--- src/rtl/hamming_pkg.sv ---
// Shared types and constants for the SECDED(8,4) decoder peripheral.
package hamming_pkg;

    typedef enum logic {
        IDLE   = 1'b0,
        DECODE = 1'b1
    } state_t;

    localparam int unsigned DATA_W = 4;

    // Hamming positions (1-based) of the parity bits; each is also its syndrome weight.
    localparam int unsigned P1_POS = 1;
    localparam int unsigned P2_POS = 2;
    localparam int unsigned P4_POS = 4;

    // Hamming positions (1-based) of the data bits; byte bit = position - 1.
    localparam int unsigned D0_POS = 3;
    localparam int unsigned D1_POS = 5;
    localparam int unsigned D2_POS = 6;
    localparam int unsigned D3_POS = 7;

    // Result register field offsets.
    localparam int unsigned COR_LSB  = 16;
    localparam int unsigned UNC_LSB  = 20;
    localparam int unsigned OVR_BIT  = 29;
    localparam int unsigned BUSY_BIT = 30;
    localparam int unsigned DONE_BIT = 31;

endpackage

--- src/rtl/hamming_secded_dec.sv ---
// Combinational SECDED(8,4) decoder for one codeword byte.
module hamming_secded_dec
    import hamming_pkg::*;
(
    input  logic [7:0]        cw,
    output logic [DATA_W-1:0] data,
    output logic              corrected,
    output logic              uncorrectable
);

    logic [2:0] syn;
    logic       par;
    logic [7:1] pos;

    // Syndrome, overall parity, single-bit repair and data extraction.
    always_comb begin
        syn = '0;
        for (int unsigned i = 1; i <= 7; i++) begin
            if ((i & P1_POS) != 0) syn[0] = syn[0] ^ cw[i-1];
            if ((i & P2_POS) != 0) syn[1] = syn[1] ^ cw[i-1];
            if ((i & P4_POS) != 0) syn[2] = syn[2] ^ cw[i-1];
        end
        par = ^cw;

        // An odd-weight error with a nonzero syndrome points at the flipped position;
        // a zero syndrome means only the overall parity bit was hit.
        pos = cw[6:0];
        if (par) begin
            for (int unsigned i = 1; i <= 7; i++) begin
                if (syn == 3'(i)) pos[i] = ~pos[i];
            end
        end

        data          = {pos[D3_POS], pos[D2_POS], pos[D1_POS], pos[D0_POS]};
        corrected     = par;
        uncorrectable = !par && (syn != '0);
    end

endmodule

--- src/rtl/hamming_decoder_periph.sv ---
// Register-mapped SECDED(8,4) decoder: one written word, one lane decoded per cycle.
module hamming_decoder_periph
    import hamming_pkg::*;
#(
    parameter int unsigned LANES = 4
)
(
    input  logic        clk,
    input  logic        rst,
    input  logic        wr_i,
    input  logic        reg_sel_i,
    input  logic [31:0] entrada_i,
    output logic [31:0] salida_o
);

    localparam logic [1:0] LAST_CNT = 2'(LANES - 1);

    state_t              state;
    state_t              state_next;
    logic [1:0]          cnt;
    logic [31:0]         in_reg;
    logic [4*DATA_W-1:0] data_reg;
    logic [3:0]          cor_reg;
    logic [3:0]          unc_reg;
    logic                ovr;
    logic                busy;
    logic                done;

    logic                accept;
    logic                drop;
    logic                last;
    logic [7:0]          lane_cw;
    logic [DATA_W-1:0]   lane_data;
    logic                lane_cor;
    logic                lane_unc;
    logic [31:0]         result;

    // The single decoder instance is steered to the current lane by the counter.
    assign lane_cw = in_reg[{cnt, 3'b000} +: 8];

    hamming_secded_dec u_dec (
        .cw            (lane_cw),
        .data          (lane_data),
        .corrected     (lane_cor),
        .uncorrectable (lane_unc)
    );

    // FSM state register.
    always_ff @(posedge clk or negedge rst) begin
        if (!rst) state <= IDLE;
        else      state <= state_next;
    end

    // FSM next-state: a write to the input register starts decoding; the last lane ends it.
    always_comb begin
        state_next = state;
        case (state)
            IDLE:    if (wr_i && !reg_sel_i) state_next = DECODE;
            DECODE:  if (cnt == LAST_CNT)    state_next = IDLE;
            default: state_next = IDLE;
        endcase
    end

    // FSM outputs: accepted write, dropped write, last-lane strobe.
    always_comb begin
        accept = 1'b0;
        drop   = 1'b0;
        last   = 1'b0;
        case (state)
            IDLE:   accept = wr_i && !reg_sel_i;
            DECODE: begin
                drop = wr_i && !reg_sel_i;
                last = (cnt == LAST_CNT);
            end
            default: ;
        endcase
    end

    // Input/result registers and lane counter.
    always_ff @(posedge clk or negedge rst) begin
        if (!rst) begin
            in_reg   <= '0;
            data_reg <= '0;
            cor_reg  <= '0;
            unc_reg  <= '0;
            ovr      <= 1'b0;
            busy     <= 1'b0;
            done     <= 1'b0;
            cnt      <= '0;
        end else if (accept) begin
            in_reg   <= entrada_i;
            data_reg <= '0;
            cor_reg  <= '0;
            unc_reg  <= '0;
            ovr      <= 1'b0;
            busy     <= 1'b1;
            done     <= 1'b0;
            cnt      <= '0;
        end else if (state == DECODE) begin
            data_reg[{cnt, 2'b00} +: DATA_W] <= lane_data;
            cor_reg[cnt] <= lane_cor;
            unc_reg[cnt] <= lane_unc;
            if (drop) ovr <= 1'b1;
            if (last) begin
                busy <= 1'b0;
                done <= 1'b1;
                cnt  <= '0;
            end else begin
                cnt <= cnt + 2'd1;
            end
        end
    end

    // Result register assembly and read mux.
    always_comb begin
        result                    = '0;
        result[4*DATA_W-1:0]      = data_reg;
        result[COR_LSB +: 4]      = cor_reg;
        result[UNC_LSB +: 4]      = unc_reg;
        result[OVR_BIT]           = ovr;
        result[BUSY_BIT]          = busy;
        result[DONE_BIT]          = done;
        salida_o = reg_sel_i ? result : in_reg;
    end

endmodule
--- config.mk ---
export PLATFORM = sky130hd
export DESIGN_NAME = hamming_decoder_periph
export DESIGN_NICKNAME = d
export VERILOG_FILES = /design/src/rtl/hamming_pkg.sv /design/src/rtl/hamming_secded_dec.sv /design/src/rtl/hamming_decoder_periph.sv
export SDC_FILE = /design/constraint.sdc
export NUM_CORES = 1
export LEC_CHECK = 0
export BUFFER_PORTS_ARGS = -buffer_cell sky130_fd_sc_hd__buf_2
export CORE_ASPECT_RATIO = 0.7
export CORE_MARGIN = 4
export CORE_UTILIZATION = 35
export DETAILED_ROUTE_END_ITERATION = 8
export GPL_ROUTABILITY_DRIVEN = 0
export GPL_TIMING_DRIVEN = 0
export SLEW_MARGIN = 5
export SYNTH_ARGS = -nofsm -noshare
export SYNTH_HDL_FRONTEND = slang
export SYNTH_SLANG_ARGS = --single-unit
--- constraint.sdc ---
create_clock -name clk -period 3.4 [get_ports clk]
set_input_delay 0.34 -clock clk [delete_from_list [all_inputs] [get_ports clk]]
set_output_delay 0.34 -clock clk [all_outputs]
set_load 0.01 [all_outputs]
==> results.json <==
{
  "final_hold_fails": 0,
  "drtPass1Iterations": 4,
  "layout_min_cycle_time_ns": 3.20,
  "placement_rows": 29,
  "worst-endpoint-arrival_ns": 3.37,
  "area_growth_syn_to_layout_pct": 24.6,
  "drt_iter0_drc": 150,
  "clk_latency_ns": 0.33,
  "root_buffer": "sky130_fd_sc_hd__clkbuf_16",
  "initial_core_util_pct": 36.0,
  "drive_above_1_share_pct": 45.5,
  "antenna_violations_before_repair": 0,
  "placed_cells": 455,
  "postLayoutCellArea_um2": 4080,
  "num_io_pins": 68,
  "synth_seq_area_share_pct": 47.4,
  "die_area_um2": 11000,
  "post_cts_resized": 0,
  "placedInstanceArea_um2": 3760,
  "clock_net_sink_count": 62,
  "post_synth.cell_area_avg_um2": 12.4,
  "pin_count_of_the_biggest_net_entering_global_routing": 63,
  "grt_setup_unrepaired": "false",
  "fin_skew_ns": 0.00887,
  "cts-root-to-sink-buffers": 2,
  "setup.worst_path.class": "reg -> reg",
  "sequential_cell_area_um2": 1550,
  "synth_top_family_by_area": "multiplexers",
  "wire_length_of_the_first_global_routing_pass_mm": 13.3,
  "r2r_end": "data_reg[7]",
  "die_width_um": 124,
  "post_drt_via_cell_ratio": 5.10,
  "async_sr_flop_fraction_pct": 100,
  "ys_top_cells_by_area": "sky130_fd_sc_hd__dfrtp_1 (47%), sky130_fd_sc_hd__mux2_2 (21%), sky130_fd_sc_hd__mux4_2 (4.1%)",
  "rrSetupSlack_ns": 0.20,
  "yosys_most_used_dff": "sky130_fd_sc_hd__dfrtp_1",
  "fin_nets": 382,
  "synthTopCellsByCount": "sky130_fd_sc_hd__dfrtp_1 (62), sky130_fd_sc_hd__mux2_2 (60), sky130_fd_sc_hd__nand2_1 (28)",
  "total_of_max_cap_violations": 0,
  "grt.total_usage_pct": 16.4,
  "post-route-worst-setup-slack_ns": 0.199,
  "preCtsSetupSlack_ns": 0.222,
  "number_of_clock_buffers_inserted_by_tritoncts": 9,
  "num-fill-cells": 856,
  "synthDominantCellAreaShare_pct": 47.4,
  "numPortBuffers": 66,
  "synth_edf_count": 0,
  "critPathMaxFanout": 10,
  "reg2reg_from": "cnt[0]",
  "antennaDiodeCount": 0,
  "leading_area_contributor_after_synthesis": "sky130_fd_sc_hd__dfrtp_1",
  "totalNegativeSetupSlack_ns": 0,
  "drcViolationCount": 0,
  "yosysMostFrequentCell": "sky130_fd_sc_hd__dfrtp_1",
  "worst-slew-pin-transition_ns": 0.795,
  "start_kind": "register",
  "synth_fa_ha_area_share_pct": 1.53,
  "clk_pin_slew_worst_paths_ns": 0.06,
  "totalWireLength_mm": 8.44,
  "die_h_um": 88.9,
  "timing.final.max_slew_violations": 0,
  "synth-warning-count": 0,
  "number_of_buffers_inserted_for_hold_repair_after_clock_tree_synthesis": 0,
  "post_route_insts_no_fill": 471,
  "reg2regPathDepth": 7,
  "number_of_setup_violations_in_the_final_report": 0,
  "synth_area_in_xor_xnor_pct": 5.73,
  "vias": 2402,
  "synth.mux.area_fraction_pct": 26.3,
  "synth_cell_types": 36,
  "place_hpwl_mm": 6.30,
  "synth_compound_area_share_pct": 9.01,
  "endpoint_kind": "register",
  "syn-num-nets": 305,
  "hold_class": "in -> async",
  "cts.htree.levels": 3,
  "cts_post_setup_buffers_inserted": 0,
  "ys_seq_elements": 62,
  "overflow": 0,
  "achievable-frequency_ghz": 0.312,
  "multi_input_area_um2": 1650,
  "largest_register_ffs": 32,
  "timing.critical_path.required_ns": 3.57,
  "post_synth_simple_gate_area_pct": 7.91,
  "slew_headroom_pct": 46.7,
  "wire_per_inst_um": 17.9,
  "syn_inst": 265,
  "core-area_um2": 9110,
  "grt_pass1_vias": 2428,
  "syn-cell-area_um2": 3280,
  "antenna_violation_net_count_after_detailed_routing": 0,
  "outcome": "finished clean",
  "cts_tree": "yes",
  "layout_worst_path_cycle_share_pct": 94.1
}
[how the worst max path moves through the flow]
stage                      start          end  cells past startpoint
after CTS                 cnt[0]  data_reg[7]                      7
after global routing      cnt[0]  data_reg[7]                      7
final                     cnt[0]  data_reg[7]                      7
after detailed placement  cnt[0]  data_reg[7]                      7
after global placement    cnt[0]  data_reg[7]                      7
after floorplan           cnt[0]  data_reg[8]                      6
[stage by stage]
step	hold WS, ns	utilization [%]
finish	0.101	44.8
global route	0.176	44.8
CTS	0.132	44.8
detailed placement	0.461	41.3
global placement	0.452	41.3
floorplan	0.0444	-
[worst max-delay path: stages, from the launching register on]
cell                       delay [ns]
sky130_fd_sc_hd__dfrtp_1         0.55
sky130_fd_sc_hd__buf_6           0.22
sky130_fd_sc_hd__mux4_2          0.59
sky130_fd_sc_hd__xnor2_1         0.58
sky130_fd_sc_hd__or3_1           0.20
sky130_fd_sc_hd__a211oi_1        0.07
sky130_fd_sc_hd__a211oi_1        0.64
sky130_fd_sc_hd__o21ai_0         0.19
[layout by cell type, fill, tap and decap left out, types with 3 or more instances in the layout]
master,n
sky130_fd_sc_hd__buf_2,67
sky130_fd_sc_hd__dfrtp_1,62
sky130_fd_sc_hd__mux2_2,60
sky130_fd_sc_hd__nand2_1,28
sky130_fd_sc_hd__o21ai_0,21
sky130_fd_sc_hd__clkbuf_1,11
sky130_fd_sc_hd__clkbuf_16,9
sky130_fd_sc_hd__nor3_1,7
sky130_fd_sc_hd__a21oi_1,7
sky130_fd_sc_hd__mux4_2,6
sky130_fd_sc_hd__xor2_1,6
sky130_fd_sc_hd__nor2b_1,5
sky130_fd_sc_hd__o22ai_1,5
sky130_fd_sc_hd__inv_1,4
sky130_fd_sc_hd__xnor2_1,4
sky130_fd_sc_hd__a21o_1,4
sky130_fd_sc_hd__ha_1,4
sky130_fd_sc_hd__nand2b_1,3
sky130_fd_sc_hd__xnor2_2,3
sky130_fd_sc_hd__nand3_1,3
[final cells by class]
class	count	share of cell area (%)
flip-flops and latches	62	38.0
clock buffers	12	6.04
well taps	124	3.80
clock inverters	4	1.72
repair buffers	66	8.16
multi-input cells	187	40.5
plain buffers	12	1.35
inverters	4	0.368
[per-layer routing]
layer  up-vias  track usage, %  wire length [µm]
met3        16            5.38               534
li1       1120               -                 -
met2        76            23.7              3580
met1      1190            23.5              4210
met5         -               0                 0
met4         0            4.82               117
[cells by family (layout without fill, tap and decap cells)]
logic type / after synthesis / after routing
AOI/OAI and AO/OA: 46 / 46
xor gates and xnor gates: 15 / 15
adders and majority gates: 4 / 4
buffers and inverters: 16 / 98
DFF: 62 / 62
muxes: 68 / 68
and+or+nand+nor: 54 / 54
Power is left out: the tool's default activity adds up to more than one toggle a clock period on the data nets, which glitch-free logic cannot reach.
